===== src/rtl/rx_len_type_decoder.sv =====
// rx_len_type_decoder
// -------------------
// Frame-header stage of the 10G receive path, sitting directly upstream of the
// receive word counter. It watches the 64-bit receive word stream, picks the
// Length/Type field out of the header and tells the downstream counter how many
// data words to expect and when to count them.
//
// Byte lane n of a word is rxd64[8n+7:8n]; lane 0 is the first byte on the wire.
// W0 carries DA0..SA1 (flagged by frame_start), and W1 carries the L/T field
// in lanes 4/5. When that field equals TPID, the real L/T sits in lanes 0/1 of W2.
//
// Ports
//   rxclk, reset        receive clock, synchronous active-high reset
//   rxd64, rx_valid     receive word and its qualifier
//   frame_start         first word of a frame (implies rx_valid)
//   frame_end           last word of a frame
//   end_data_cnt        downstream counter has used up the aligned data words
//   start_data_cnt      level, high for the whole data phase
//   start_tagged_cnt    level, high for the whole data phase of a tagged frame
//   tagged_frame        frame carries the VLAN TPID
//   small_frame         length field is below the minimum data size
//   len_valid           L/T field is a length (<= MAX_LEN)
//   integer_cnt         full words in the padded data field
//   small_integer_cnt   full words in the unpadded data field
//   data_frac           trailing bytes of the padded data field
//   small_frac          trailing bytes of the unpadded data field
//   len_err             frame/length inconsistency pulse
//
// Build option
//   RX_LEN_CHECK_EN  when defined, len_err pulses for one cycle after a frame_end
//                    that contradicts a valid length field. This happens if the
//                    frame ends in the header, or if it ends in the data phase
//                    before end_data_cnt. When not defined, len_err is tied low.

module rx_len_type_decoder #(
    parameter int          CNT_WIDTH = 13,
    parameter int          MIN_DATA  = 46,
    parameter int          MAX_LEN   = 1500,
    parameter logic [15:0] TPID      = 16'h8100
) (
    input  logic                 rxclk,
    input  logic                 reset,
    input  logic [63:0]          rxd64,
    input  logic                 rx_valid,
    input  logic                 frame_start,
    input  logic                 frame_end,
    input  logic                 end_data_cnt,
    output logic                 start_data_cnt,
    output logic                 start_tagged_cnt,
    output logic                 tagged_frame,
    output logic                 small_frame,
    output logic                 len_valid,
    output logic [CNT_WIDTH-1:0] integer_cnt,
    output logic [CNT_WIDTH-1:0] small_integer_cnt,
    output logic [2:0]           data_frac,
    output logic [2:0]           small_frac,
    output logic                 len_err
);

    typedef enum logic [1:0] {
        IDLE = 2'd0,
        HDR1 = 2'd1,
        TAG  = 2'd2,
        DATA = 2'd3
    } state_t;

    state_t state;
    state_t state_next;

    logic [15:0]          lt_w1;
    logic [15:0]          lt_w2;
    logic [15:0]          lt_sel;
    logic [31:0]          lt_ext;
    logic [31:0]          min_ext;
    logic [31:0]          pad_ext;
    logic                 dec_load;
    logic                 set_tag;
    logic                 clear_hdr;
    logic                 dec_len_valid;
    logic                 dec_small;
    logic [CNT_WIDTH-1:0] dec_int;
    logic [CNT_WIDTH-1:0] dec_small_int;
    logic [2:0]           dec_frac;
    logic [2:0]           dec_small_frac;

    // Payload bytes outside the L/T lanes never affect this stage.
    logic unused_payload;
    assign unused_payload = ^{rxd64[63:48], rxd64[31:16]};

    // L/T is big-endian on the wire: the earlier lane is the high byte.
    assign lt_w1 = {rxd64[39:32], rxd64[47:40]};
    assign lt_w2 = {rxd64[7:0], rxd64[15:8]};

    // State register.
    always_ff @(posedge rxclk) begin
        if (reset) begin
            state <= IDLE;
        end else begin
            state <= state_next;
        end
    end

    // Next-state logic and header strobes. Nothing moves unless rx_valid is
    // high. A frame_end forces IDLE from anywhere, and a frame_start overrides
    // everything, because the word carrying it is W0 of a fresh frame.
    always_comb begin
        state_next       = state;
        dec_load         = 1'b0;
        set_tag          = 1'b0;
        clear_hdr        = 1'b0;
        lt_sel           = lt_w1;
        min_ext          = 32'(MIN_DATA);
        start_data_cnt   = (state == DATA);
        start_tagged_cnt = (state == DATA) && tagged_frame;

        if (rx_valid) begin
            case (state)
                IDLE: begin
                    state_next = IDLE;
                end
                HDR1: begin
                    if (lt_w1 == TPID) begin
                        state_next = TAG;
                        set_tag    = !frame_end;
                    end else begin
                        state_next = DATA;
                        dec_load   = 1'b1;
                    end
                end
                TAG: begin
                    lt_sel     = lt_w2;
                    min_ext    = 32'(MIN_DATA - 4);
                    dec_load   = 1'b1;
                    state_next = DATA;
                end
                DATA: begin
                    if (end_data_cnt && len_valid) begin
                        state_next = IDLE;
                    end
                end
                default: begin
                    state_next = IDLE;
                end
            endcase

            if (frame_end) begin
                state_next = IDLE;
            end

            if (frame_start) begin
                state_next = HDR1;
                clear_hdr  = 1'b1;
                dec_load   = 1'b0;
                set_tag    = 1'b0;
            end
        end
    end

    // L/T decode of the currently selected field. The length is zero-extended
    // so that every comparison is unsigned. Type values (anything above MAX_LEN,
    // including the 1501..TPID-1 gap) report "no length" as all-ones counts.
    always_comb begin
        lt_ext         = {16'd0, lt_sel};
        dec_len_valid  = (lt_ext <= 32'(MAX_LEN));
        dec_small      = 1'b0;
        pad_ext        = lt_ext;
        dec_int        = '1;
        dec_small_int  = '1;
        dec_frac       = 3'd0;
        dec_small_frac = 3'd0;

        if (dec_len_valid) begin
            dec_small      = (lt_ext < min_ext);
            pad_ext        = dec_small ? min_ext : lt_ext;
            dec_int        = CNT_WIDTH'(pad_ext >> 3);
            dec_frac       = pad_ext[2:0];
            dec_small_int  = CNT_WIDTH'(lt_ext >> 3);
            dec_small_frac = lt_ext[2:0];
        end
    end

    // Per-frame header results. These hold through the data phase and past the
    // end of the frame, and are cleared back to reset values by the next frame_start.
    always_ff @(posedge rxclk) begin
        if (reset || clear_hdr) begin
            tagged_frame      <= 1'b0;
            small_frame       <= 1'b0;
            len_valid         <= 1'b0;
            integer_cnt       <= '1;
            small_integer_cnt <= '1;
            data_frac         <= 3'd0;
            small_frac        <= 3'd0;
        end else begin
            if (set_tag) begin
                tagged_frame <= 1'b1;
            end
            if (dec_load) begin
                small_frame       <= dec_small;
                len_valid         <= dec_len_valid;
                integer_cnt       <= dec_int;
                small_integer_cnt <= dec_small_int;
                data_frac         <= dec_frac;
                small_frac        <= dec_small_frac;
            end
        end
    end

`ifdef RX_LEN_CHECK_EN
    // Length validity as it stands for the word being accepted. In the header
    // states the decode of that very word is used. In DATA the stored result
    // is used.
    logic check_len_valid;

    always_comb begin
        check_len_valid = len_valid;
        if (dec_load) begin
            check_len_valid = dec_len_valid;
        end
    end

    // A valid length promised more data than the frame delivered. That covers
    // an end inside the header, and an end in DATA without end_data_cnt. A
    // matching end_data_cnt already moves DATA to IDLE, so a frame_end after
    // it arrives in IDLE and is not checked.
    always_ff @(posedge rxclk) begin
        if (reset) begin
            len_err <= 1'b0;
        end else begin
            len_err <= rx_valid && frame_end && !frame_start && check_len_valid &&
                       ((state == HDR1) || (state == TAG) ||
                        ((state == DATA) && !end_data_cnt));
        end
    end
`else
    assign len_err = 1'b0;
`endif

endmodule


===== config.mk =====
export PLATFORM = sky130hd
export DESIGN_NAME = rx_len_type_decoder
export DESIGN_NICKNAME = d
export VERILOG_FILES = /design/src/rtl/rx_len_type_decoder.sv
export SDC_FILE = /design/constraint.sdc
export NUM_CORES = 1
export LEC_CHECK = 0
export ABC_CLOCK_PERIOD_IN_PS = 2900
export BUFFER_PORTS_ARGS = -buffer_cell sky130_fd_sc_hd__buf_2
export CAP_MARGIN = 25
export CORE_ASPECT_RATIO = 1.5
export CORE_UTILIZATION = 44
export CTS_CLUSTER_DIAMETER = 120
export DETAILED_ROUTE_END_ITERATION = 10
export PLACE_DENSITY = 0.81
export SLEW_MARGIN = 15
export SYNTH_ARGS = -nofsm -noshare
export SYNTH_HDL_FRONTEND = slang
export SYNTH_SLANG_ARGS = --single-unit

===== constraint.sdc =====
create_clock -name rxclk -period 2.9 [get_ports rxclk]
set_input_delay 0.29 -clock rxclk [delete_from_list [all_inputs] [get_ports rxclk]]
set_output_delay 0.29 -clock rxclk [all_outputs]
set_load 0.05 [all_outputs]

; ---- Yosys cells after proc, flatten, opt, wreduce, memory -nomap -nowiden
; Index checks and enable logic that the tools add are counted.
[classes]
muxes = 25
reduce_logical = 6
eq_ne = 5
order_cmp = 2
[ops]
columns = cell, n
row1 = $mux W16, 3
row2 = $lt A16 B32 Y1, 1
row3 = $mux W13, 2
row4 = $eq A16 B16 Y1 const B, 1
row5 = $le A16 B11 Y1 const B, 1
row6 = $mux W3, 4
row7 = $mux W1, 11
row8 = $pmux W2 S4, 1
row9 = $mux W2, 3
row10 = $eq A2 B2 Y1 const B, 2
row11 = $ne A4 B3 Y1 const B, 1
row12 = $eq A2 B1 Y1 const B, 1
row13 = $logic_and A1 B1 Y1, 2
row14 = $logic_not A2 Y1, 1
row15 = $pmux W1 S2, 1
row16 = $reduce_and A2 Y1, 1
row17 = $logic_not A1 Y1, 1
row18 = $logic_or A1 B1 Y1, 1
[totals]
elab_cells = 46
register_bits = 37
inputBits = 70
output_inout_bits = 38

; ---- Logic depth before layout (Yosys ltp)
[depth]
word_depth = 6
mapped_depth = 12

; ---- Worst setup path after synthesis
; OpenSTA, ideal clock, no wires.
[synth_timing]
kind = reg2reg
start = reg state[0]
end = reg data_frac[2]
t_arrival_ns = 2.610
period_less_slack_ns = 2.729
path_slack_ns = 0.171
stages_incl_launch_ff = 13
t_required_ns = 2.782
path_cell_list = dfxtp_1 inv_1 ha_1 nand2_4 buf_4 mux2_2 ha_1 and4_2 a311o_1 a21boi_0 o21a_2 mux2i_1 o21ai_1
[synth_between]
elab_chain_len = 6
elab_cells_between_ends = 13
[synth_rtl]
columns = item, line
row1 = from (decl), 67  ; state_t state;
row2 = from (signal assigned), 99  ; state <= state_next;
row3 = $eq A2 B2 Y1, 117  ; case (state)
row4 = $mux W16 or $mux W3 (tied branches), 117
row5 = $mux W16 or $mux W3 (tied branches), 116  ; if (rx_valid) begin
row6 = $lt A16 B32 Y1, 173  ; dec_small = (lt_ext < min_ext);
row7 = $mux W16, 174  ; pad_ext = dec_small ? min_ext : lt_ext;
row8 = $mux W3, 172  ; if (dec_len_valid) begin
row9 = to (signal assigned), 202  ; data_frac <= dec_frac;
row10 = to (decl), 55  ; output logic [2:0] data_frac,
; Parallel ways exist; a longest one is shown, timed or not.
; A chain may end at the register's enable or synchronous reset.

; ---- Final worst setup path
; Same ends and word-level chain as after synthesis.

==> results.json <==
{
  "outcome": "finished clean",
  "antenna_cells": 0,
  "gp_congestion": 0.819,
  "synth_area_um2": 1860,
  "grt_use_met2": 0.364,
  "cts_buffer_depth": 2,
  "ys_top_cells_by_area": "dfxtp_1 40%, nor2_1 5.2%, mux2i_1 4.8%",
  "min_period_over_period": 0.926,
  "final_cell_mix": "74 x buf_2, 37 x dfxtp_1, 26 x nor2_1",
  "use_met3": 0.0407,
  "use_met1": 0.265,
  "drt_iter0_drc": 32,
  "synth_compound_area_frac": 0.206,
  "vias_per_cell": 5.52,
  "synth_top_area_cell": "dfxtp_1",
  "first_pass_iters": 4,
  "fp.dieH_um": 81.7,
  "maxCapViolations": 0,
  "rows": 28,
  "port_buffers": 74,
  "grt_antenna_before_repair": 0,
  "routedWlPerCell_um": 14.5,
  "fin_cells": 316,
  "worstSkewPairLatency_ns": 0.28,
  "ioPinCount": 108,
  "synthCells": 197,
  "total_leakage_power_nw": 1.02,
  "yosysTopAreaCellShare": 0.398,
  "synth_top_family_by_area": "simple AND/OR/NAND/NOR gates",
  "maxSlewViolCount": 0,
  "final_common_cell": "buf_2",
  "grt.overflow.total": 0,
  "p_per_area_nw_per_um2": 412,
  "period_minus_slack_ns": 2.69,
  "timing.rr.start": "state[0]$_SDFFE_PP0P_",
  "synth-edff-count": 0,
  "avgSynthCellArea_um2": 9.45,
  "finalHoldViolCount": 0,
  "tritoncts": "yes",
  "post_dp_cell_area_um2": 2240,
  "cts_buffers": 5,
  "synthesis.nets": 272,
  "cts-root-buf": "clkbuf_8",
  "ys_seq_area_frac": 0.398,
  "track_usage": 0.224,
  "grt_pass1_wl_mm": 7.29,
  "start_util": 0.466,
  "drc_errors": 0,
  "skew_ns": 0.00964,
  "slowest_delay_ns": 0.39,
  "synth_fa_ha_area_frac": 0.0336,
  "hold_start": "reset",
  "cp_max_fo": 5,
  "drive_gt1_frac": 0.399,
  "synth_flop_cell": "dfxtp_1",
  "worstPathArrival_ns": 2.87,
  "worstSetupPathType": "reg2reg",
  "start_kind": "flip-flop",
  "wirelength_mm": 4.58,
  "fp.dieW_um": 55.1,
  "synth-seq-cells": 37,
  "cts.clk_slew.worst_paths_ns": 0.08,
  "critical_path.slowest_cell": "dfxtp_1",
  "ant_nets": 0,
  "path_cells": "inv_1, ha_1, nand2_4, mux2_2, ha_1, and4_2, a311o_1, a21boi_0, o21a_2, mux2i_1, o21ai_1",
  "final_nets": 346,
  "yosys_warnings": 0,
  "cpMostUsedCell": "ha_1",
  "fmax_ghz": 0.372,
  "muxShareOfSynthArea": 0.0726,
  "finalSetupTns_ns": 0,
  "cts.repair.resized": 0,
  "cts_htree_levels": 2,
  "busiest_layer": "met2",
  "grt_pass1_vias": 1660,
  "endpoint_kind": "flip-flop",
  "design_area_um2": 2320,
  "dp_hpwl_mm": 3.48,
  "rsz0062_at_grt": "false",
  "setup_viol": 0,
  "synthArstFlopShare": 0,
  "postCtsSetupBuffers": 0,
  "ctsHoldBuffers": 0,
  "cp_data_required_time_ns": 3.08,
  "dieArea_um2": 4500,
  "fp.coreArea_um2": 3990,
  "synth-simple-area-share": 0.230,
  "cts_sinks": 37,
  "syn_to_final_growth_pct": 24.7,
  "vdd_ir_drop_max_mv": 0.349,
  "crit_start": "state[0]$_SDFFE_PP0P_",
  "ys_types": 52,
  "vias": 1744,
  "synth-xor-area-share": 0,
  "dp.cells": 309,
  "grt_max_degree": 27,
  "hold_class": "in2reg"
}
worst max-delay path: cells and delay by family (launching register included):
kind            cells  cell delay (ns)
compound gates      4             0.76
mux                 2             0.57
fa+ha+maj           2             0.56
flops               1             0.39
simple gates        2             0.25
buf+inv             1             0.09
synth_stat cells (2+ instances only):
cell type	number
dfxtp_1	37
nor2_1	26
o21ai_0	12
nand2_1	10
o31a_1	10
mux2i_1	9
a21oi_1	7
ha_1	5
inv_1	5
nor3_1	5
buf_6	4
mux2_2	4
nand3_1	4
a21boi_0	3
buf_4	3
nand3_2	3
nor4_1	3
o21ai_1	3
a21oi_2	2
a22oi_1	2
buf_2	2
clkbuf_1	2
nand4_1	2
nand4b_1	2
nor3b_1	2
nor4_2	2
o2111a_1	2
o2bb2ai_1	2
worst paths after layout:
kind                                                   to  slack (ns)  depth (start not counted)
worst max-delay path            data_frac[2]$_SDFFE_PP0P_        0.21                         11
worst min-delay path                state[0]$_SDFFE_PP0P_        0.24                          2
worst max register to register  data_frac[2]$_SDFFE_PP0P_        0.21                         11
worst min register to register   small_frame$_SDFFE_PP0P_        0.46                          2
registers in the layout, indices dropped and copies added (netlist names):
register / flops
integer_cnt: 13
small_integer_cnt: 13
data_frac: 3
small_frac: 3
state: 2
len_valid: 1
small_frame: 1
tagged_frame: 1
layer usage:
| layer | share of wire | wire length, µm |
|---|---|---|
| met4 | 0.040 | 182 |
| met3 | 0.054 | 247 |
| met1 | 0.42 | 1900 |
| met2 | 0.49 | 2250 |
| met5 | 0 | 0 |
cell type report:
type,count,area [µm²]
multi-input combinational,143,1020
inverter,5,18.8
clock inverter,1,8.76
tap,45,56.3
fill,381,1670
clock buffer,6,72.6
timing repair buffer,79,408
sequential,37,741
power by group:
group	internal, W	total, W	switching [W]
Clock	0.000166	0.000345	0.000178
Sequential	0.000509	0.000511	0.00000150
Combinational	0.0000393	0.000100	0.0000611
metrics by stage:
step / hold slack (ns) / utilization / total power, W / setup slack (ns)
floorplan: 0.362 / - / 0.000575 / 0.171
global placement: 0.445 / 0.561 / 0.000620 / 0.261
detailed placement: 0.451 / 0.561 / 0.000622 / 0.214
CTS: 0.232 / 0.581 / 0.000965 / 0.216
global route: 0.243 / 0.581 / 0.000994 / 0.0627
finish: 0.238 / 0.581 / 0.000956 / 0.214
kinds of logic (layout without fill, tap and decap cells):
kind of cell             Yosys count  after routing
flip-flops                        37             37
adder cells (fa/ha/maj)            5              5
AO/OA/AOI/OAI                     52             52
other                              1              1
buffers and inverters             17             91
multiplexers                      13             13
AND/OR/NAND/NOR                   72             72
(Power assumes the default switching activity.)
